==> src/rtl/jam_pkg.sv <==
//------------------------------------------------------------------------------
// jam_pkg : shared constants and state encoding for the JAM cost server
// Rev 1.0 : initial release
//------------------------------------------------------------------------------
`default_nettype none

package jam_pkg;

  localparam int N_IDX       = 8;
  localparam int IDX_W       = 3;
  localparam int COST_W      = 7;
  localparam int MINCOST_W   = 10;
  localparam int MATCH_W     = 4;
  localparam int TABLE_DEPTH = 64;
  localparam int ADDR_W      = 2 * IDX_W;

  localparam logic [1:0] ST_LOAD    = 2'd0;
  localparam logic [1:0] ST_RELEASE = 2'd1;
  localparam logic [1:0] ST_RUN     = 2'd2;
  localparam logic [1:0] ST_DONE    = 2'd3;

endpackage

`default_nettype wire

==> src/rtl/jam_cost_server_if.sv <==
//------------------------------------------------------------------------------
// jam_cost_server_if : table load channel plus JAM lookup/result signals
// Rev 1.0 : initial release
//------------------------------------------------------------------------------
`default_nettype none

interface jam_cost_server_if;
  import jam_pkg::*;

  logic                 load_valid;
  logic [COST_W-1:0]    load_data;
  logic                 load_ready;
  logic [IDX_W-1:0]     W;
  logic [IDX_W-1:0]     J;
  logic [COST_W-1:0]    Cost;
  logic                 JAM_RST;
  logic                 Valid;
  logic [MATCH_W-1:0]   MatchCount;
  logic [MINCOST_W-1:0] MinCost;

  modport slave (
    input  load_valid, load_data, W, J, Valid, MatchCount, MinCost,
    output load_ready, Cost, JAM_RST
  );

  modport master (
    output load_valid, load_data, W, J, Valid, MatchCount, MinCost,
    input  load_ready, Cost, JAM_RST
  );

endinterface

`default_nettype wire

==> src/rtl/jam_cost_ram.sv <==
//------------------------------------------------------------------------------
// jam_cost_ram : cost table storage, synchronous write, asynchronous read
// Rev 1.0 : initial release
//------------------------------------------------------------------------------
`default_nettype none

module jam_cost_ram
  import jam_pkg::*;
#(
  parameter int DATA_W = COST_W,
  parameter int DEPTH  = TABLE_DEPTH,
  parameter int AW     = ADDR_W
) (
  input  logic              CLK,
  input  logic              we,
  input  logic [AW-1:0]     waddr,
  input  logic [DATA_W-1:0] wdata,
  input  logic [AW-1:0]     raddr,
  output logic [DATA_W-1:0] rdata
);

  logic [DATA_W-1:0] r_mem [DEPTH];

  always_ff @(posedge CLK) begin
    if (we) begin
      r_mem[waddr] <= wdata;
    end
  end

  assign rdata = r_mem[raddr];

endmodule

`default_nettype wire

==> src/rtl/jam_cost_server.sv <==
//------------------------------------------------------------------------------
// jam_cost_server : loads the 8x8 cost table, releases JAM, serves lookups
//                   and captures the JAM result or a run timeout.
// Rev 1.0 : initial release
//------------------------------------------------------------------------------
`default_nettype none

module jam_cost_server #(
  parameter int                COST_W  = jam_pkg::COST_W,
  parameter int                CYC_W   = 20,
  parameter logic [CYC_W-1:0]  TIMEOUT = 20'hFFFFF
) (
  input  logic                           CLK,
  input  logic                           RST,
  jam_cost_server_if.slave               jam,
  output logic                           done,
  output logic                           timeout,
  output logic [jam_pkg::MATCH_W-1:0]    result_count,
  output logic [jam_pkg::MINCOST_W-1:0]  result_cost,
  output logic [CYC_W-1:0]               run_cycles
);
  import jam_pkg::*;

  localparam logic [CYC_W-1:0] c_LAST_CYC = TIMEOUT - CYC_W'(1);

  logic [1:0]           r_state;
  logic [1:0]           w_next;
  logic [ADDR_W-1:0]    r_idx;
  logic                 w_load_hs;
  logic [COST_W-1:0]    w_rdata;
  logic                 r_jam_rst;
  logic                 r_done;
  logic                 r_timeout;
  logic [MATCH_W-1:0]   r_result_count;
  logic [MINCOST_W-1:0] r_result_cost;
  logic [CYC_W-1:0]     r_run_cycles;

  assign w_load_hs = jam.load_valid && (r_state == ST_LOAD);

  jam_cost_ram #(
    .DATA_W (COST_W),
    .DEPTH  (TABLE_DEPTH),
    .AW     (ADDR_W)
  ) u_ram (
    .CLK   (CLK),
    .we    (w_load_hs),
    .waddr (r_idx),
    .wdata (jam.load_data),
    .raddr ({jam.W, jam.J}),
    .rdata (w_rdata)
  );

  always_ff @(posedge CLK or posedge RST) begin
    if (RST) begin
      r_state <= ST_LOAD;
    end else begin
      r_state <= w_next;
    end
  end

  always_comb begin
    w_next = r_state;
    case (r_state)
      ST_LOAD: begin
        if (w_load_hs && (r_idx == ADDR_W'(TABLE_DEPTH - 1))) begin
          w_next = ST_RELEASE;
        end
      end
      ST_RELEASE: w_next = ST_RUN;
      ST_RUN: begin
        if (jam.Valid || (r_run_cycles == c_LAST_CYC)) begin
          w_next = ST_DONE;
        end
      end
      default: w_next = ST_DONE;
    endcase
  end

  always_comb begin
    jam.load_ready = (r_state == ST_LOAD);
    jam.Cost       = (r_state == ST_RUN) ? w_rdata : '0;
  end

  // JAM_RST is registered from the next state so it drops exactly on RUN entry
  always_ff @(posedge CLK or posedge RST) begin
    if (RST) begin
      r_idx          <= '0;
      r_jam_rst      <= 1'b1;
      r_done         <= 1'b0;
      r_timeout      <= 1'b0;
      r_result_count <= '0;
      r_result_cost  <= '0;
      r_run_cycles   <= '0;
    end else begin
      r_jam_rst <= (w_next != ST_RUN);
      if (w_load_hs) begin
        r_idx <= r_idx + ADDR_W'(1);
      end
      if (r_state == ST_RUN) begin
        if (r_run_cycles != '1) begin
          r_run_cycles <= r_run_cycles + CYC_W'(1);
        end
        // Valid wins over a coincident timeout
        if (jam.Valid) begin
          r_result_count <= jam.MatchCount;
          r_result_cost  <= jam.MinCost;
          r_done         <= 1'b1;
        end else if (r_run_cycles == c_LAST_CYC) begin
          r_done    <= 1'b1;
          r_timeout <= 1'b1;
        end
      end
    end
  end

  assign jam.JAM_RST   = r_jam_rst;
  assign done          = r_done;
  assign timeout       = r_timeout;
  assign result_count  = r_result_count;
  assign result_cost   = r_result_cost;
  assign run_cycles    = r_run_cycles;

endmodule

`default_nettype wire

==> src/flat_wrapper.sv <==
// flat-port wrapper written by rule: the top's interface ports become plain ports
module jam_cost_server_flat import jam_pkg::*;
#(
  parameter int                COST_W  = jam_pkg::COST_W,
  parameter int                CYC_W   = 20,
  parameter logic [CYC_W-1:0]  TIMEOUT = 20'hFFFFF
)
  (CLK, RST, done, timeout, result_count, result_cost, run_cycles, jam_load_valid, jam_load_data, jam_W, jam_J, jam_Valid, jam_MatchCount, jam_MinCost, jam_load_ready, jam_Cost, jam_JAM_RST);
  jam_cost_server_if jam_i ();
  input  logic CLK;
  input  logic RST;
  output logic done;
  output logic timeout;
  output logic [jam_pkg::MATCH_W-1:0] result_count;
  output logic [jam_pkg::MINCOST_W-1:0] result_cost;
  output logic [CYC_W-1:0] run_cycles;
  input wire logic [$bits(jam_i.load_valid)-1:0] jam_load_valid;
  input wire logic [$bits(jam_i.load_data)-1:0] jam_load_data;
  input wire logic [$bits(jam_i.W)-1:0] jam_W;
  input wire logic [$bits(jam_i.J)-1:0] jam_J;
  input wire logic [$bits(jam_i.Valid)-1:0] jam_Valid;
  input wire logic [$bits(jam_i.MatchCount)-1:0] jam_MatchCount;
  input wire logic [$bits(jam_i.MinCost)-1:0] jam_MinCost;
  output wire logic [$bits(jam_i.load_ready)-1:0] jam_load_ready;
  output wire logic [$bits(jam_i.Cost)-1:0] jam_Cost;
  output wire logic [$bits(jam_i.JAM_RST)-1:0] jam_JAM_RST;
  assign jam_i.load_valid = jam_load_valid;
  assign jam_i.load_data = jam_load_data;
  assign jam_i.W = jam_W;
  assign jam_i.J = jam_J;
  assign jam_i.Valid = jam_Valid;
  assign jam_i.MatchCount = jam_MatchCount;
  assign jam_i.MinCost = jam_MinCost;
  assign jam_load_ready = jam_i.load_ready;
  assign jam_Cost = jam_i.Cost;
  assign jam_JAM_RST = jam_i.JAM_RST;
  jam_cost_server #(.COST_W(COST_W), .CYC_W(CYC_W), .TIMEOUT(TIMEOUT)) u_core (.CLK(CLK), .RST(RST), .jam(jam_i), .done(done), .timeout(timeout), .result_count(result_count), .result_cost(result_cost), .run_cycles(run_cycles));
endmodule
==> config.mk <==
export PLATFORM = sky130hd
export DESIGN_NAME = jam_cost_server_flat
export DESIGN_NICKNAME = d
export VERILOG_FILES = /design/src/rtl/jam_pkg.sv /design/src/rtl/jam_cost_server_if.sv /design/src/rtl/jam_cost_ram.sv /design/src/rtl/jam_cost_server.sv /design/src/flat_wrapper.sv
export SDC_FILE = /design/constraint.sdc
export NUM_CORES = 1
export LEC_CHECK = 0
export BUFFER_PORTS_ARGS = -buffer_cell sky130_fd_sc_hd__clkbuf_2
export CORE_ASPECT_RATIO = 1.2
export CORE_MARGIN = 2
export CORE_UTILIZATION = 45
export DETAILED_ROUTE_END_ITERATION = 16
export PLACE_DENSITY = 0.6
export SLEW_MARGIN = 20
export SYNTH_ARGS = -nofsm -noshare
export SYNTH_HDL_FRONTEND = slang
export SYNTH_SLANG_ARGS = --single-unit
==> constraint.sdc <==
create_clock -name CLK -period 2.9 [get_ports CLK]
set_input_delay 0.29 -clock CLK [delete_from_list [all_inputs] [get_ports CLK]]
set_output_delay 0.29 -clock CLK [all_outputs]
set_load 0.01 [all_outputs]
==> out/metrics.yaml <==
critical_path:
  critical_path_required_ns: 2.61
  cp_max_fo: 6
  startpoint_type: "register"
  criticalPathCategory: "reg -> out"
  critPathCaptureType: "output pin"
  crit_arrival_ns: 2.53
global_route:
  met2_usage_pct: 33.9
  grtUsageTotal_pct: 20.5
  use_met3_pct: 4.46
  antenna_found_initial: 1
  grt_pass1_vias: 10500
  grt_max_degree: 65
  grtUsageMet1_pct: 27.2
  grt_pass1_wl_mm: 67.9
  grt_overflow: 0
  top_usage_layer: "met2"
timing:
  setup_viol: 0
  rsz0062_at_grt: "false"
  hold_viol: 0
  fin_setup_tns_ns: 0
  relSlewSlack_pct: 34.5
  tightest_slew_ns: 0.983
  setup_ws_ns: 0.0815
  period_share_pct: 97.2
  skew_ns: 0.0147
  slew_viol_final: 0
  post-route-min-period_ns: 2.82
  clock.fmax_ghz: 0.355
detailed_routing:
  drt_iter0_drc: 891
  viasPerCell: 5.66
  firstDrtPassIters: 5
  drcViolationCount: 0
  wl_mm: 45.5
  ant_nets: 0
  vias: 10300
  drt-wirelength-per-cell_microns: 24.9
yosys:
  syn_inst: 1008
  synth_commonest_cells: "edfxtp_1 (448), mux4_2 (101), nor2_1 (83)"
  ys_seq_area_share_pct: 74.6
  yosys_most_used_dff: "edfxtp_1"
  synthDominantCellAreaShare_pct: 68.9
  synth_area_leaders: "edfxtp_1 (69%), mux4_2 (12%), dfrtp_1 (5.6%)"
  ys_ff_latch: 493
  yosysWarningCount: 0
  async_flop_share_pct: 9.13
  synth.distinct_cells: 62
  synth_top_area_cell: "edfxtp_1"
  synth_edf_count: 448
  synth.most_common_cell: "edfxtp_1"
  synth_area_sq_um: 19500
  syn_area_per_cell_sq_um: 19.4
  syn-num-nets: 1042
flow_run:
  drv_cap: 0
run_status:
  run_status: "finished clean"
place:
  pre_cts_ws_ns: 0.0159
  dp_hpwl_mm: 29.8
  place_area_sq_um: 21400
  place_congestion: 0.842
  io_buffers: 75
cells_and_area:
  final_util_pct: 54.0
  nNetsFinal: 1267
  drive_gt1_share_pct: 32.9
  fin_area_sq_um: 23100
  syn_to_final_growth_pct: 18.2
pwr:
  power.total_mw: 15.7
  power_leakage_nw: 7.94
  ir_drop_mv: 0.595
  cellPowerDensity_nw_per_um2: 680
clock_tree:
  htreeDepth: 2
  cts_sinks: 493
  postCtsSetupBuffers: 0
  cts_made_buffers: 49
  clock_latency_ns: 0.58
  tritoncts: "done"
  clockBufferDepth: 3
  clk_pin_slew_worst_paths_ns: 0.06
  cts_root_buffer: "clkbuf_16"
die:
  initial_utilization_pct: 45.7
  fp.coreArea_sq_um: 42800
  die_w_microns: 194
  dieArea_sq_um: 45100
  fp.dieH_microns: 232
  num_rows: 83
  ios: 76
hold_path:
  min_path_type: "in -> reg"
## per-stage QoR
step / hold WS (ns) / instances
after floorplan: 0.387 / 1008
after global placement: 0.464 / 1717
after detailed placement: 0.458 / 1717
after CTS: 0.198 / 1824
after global routing: 0.216 / 1825
final: 0.217 / 1825
## cell type report
type	count	area [sq um]
fill	3344	19700
sequential	493	14600
multi-input combinational	456	4640
timing repair buffer	223	1640
clock buffer	62	1270
tap	552	691
clock inverter	28	219
inverter	10	38.8
antenna	1	2.50
## power breakdown
group          switching (mW)  internal [mW]  leakage, nW  total [mW]
combinational           0.902          0.680         2.61        1.58
clock                    2.58           3.38        0.740        5.96
sequential              0.206           7.95         4.59        8.15
## routing by layer
| layer | wire length (microns) | up-vias |
|---|---|---|
| met4 | 1310 | 0 |
| li1 | - | 4530 |
| met1 | 18900 | 5346 |
| met3 | 2920 | 84 |
| met5 | 0 | - |
| met2 | 22400 | 365 |
## worst max-delay path, cell delays in order (launching register included)
cell	delay [ns]
dfrtp_1	0.44
or3b_4	0.48
o311ai_1	0.61
o22a_1	0.27
clkbuf_2	0.14
## path summary, 6_finish.rpt
kind / cells past startpoint / from / to / slack (ns)
worst max-delay path: 4 / u_core.r_state[0] / jam_Cost[6] / 0.08
worst min-delay path: 2 / jam_load_data[3] / u_core.u_ram.r_mem[59][3] / 0.22
worst max register to register: 7 / u_core.r_state[1] / u_core.u_ram.r_mem[22][5] / 0.45
worst min register to register: 1 / u_core.done / u_core.done / 0.47
max in group asynchronous: 3 / RST / u_core.r_state[1] / 1.98
min in group asynchronous: 3 / RST / u_core.result_cost[1] / 0.39
## logic make-up (layout without fill, tap and decap cells)
kind of cell / Yosys count / in the layout / share of synthesized area (%)
and+or+nand+nor: 189 / 189 / 4.71
muxes: 155 / 155 / 14.7
DFF: 493 / 493 / 74.6
other: 0 / 1 / 0
adders and majority gates: 3 / 3 / 0.192
buffers and inverters: 59 / 323 / 1.71
xor gates and xnor gates: 22 / 22 / 0.986
AOI/OAI and AO/OA: 87 / 87 / 3.04
## cell usage in the layout, fill, tap and decap left out, types with 7 or more instances in the layout
| master | Yosys | routed |
|---|---|---|
| mux4_2 | 101 | 101 |
| clkbuf_2 | 0 | 73 |
| dfrtp_1 | 44 | 43 |
| inv_1 | 10 | 9 |
| xor2_1 | 10 | 10 |
| buf_4 | 10 | 123 |
| edfxtp_1 | 448 | 448 |
| nand2_1 | 33 | 32 |
| o22ai_1 | 15 | 15 |
| xnor2_1 | 12 | 12 |
| buf_12 | 0 | 8 |
| clkbuf_1 | 13 | 13 |
| a21oi_1 | 12 | 12 |
| clkbuf_16 | 0 | 49 |
| o21ai_0 | 12 | 12 |
| mux2i_1 | 28 | 28 |
| mux2_2 | 23 | 23 |
| nand3_1 | 17 | 16 |
| clkinv_1 | 0 | 9 |
| clkinv_2 | 0 | 13 |
| dlygate4sd3_1 | 0 | 17 |
| nand3b_1 | 7 | 7 |
| nor2_1 | 83 | 83 |
| a22oi_1 | 11 | 11 |
## sequential cells by signal, summed over array words and instances (netlist names)
signal               flops
u_core.r_state           2
u_core.result_count      4
u_core.done              1
u_core.u_ram.r_mem     448
u_core.result_cost      10
u_core.jam.JAM_RST       1
u_core.timeout           1
u_core.r_idx             6
u_core.run_cycles       20
## repair_timing
action | 4_1_cts | 5_1_grt
resized for setup | 4 | 3
endpoints found under the setup margin | 5 | 6
hold endpoints to repair | 61 | 0
hold buffers | 17 | 0
Note: power is estimated with default switching activity, not from simulation.
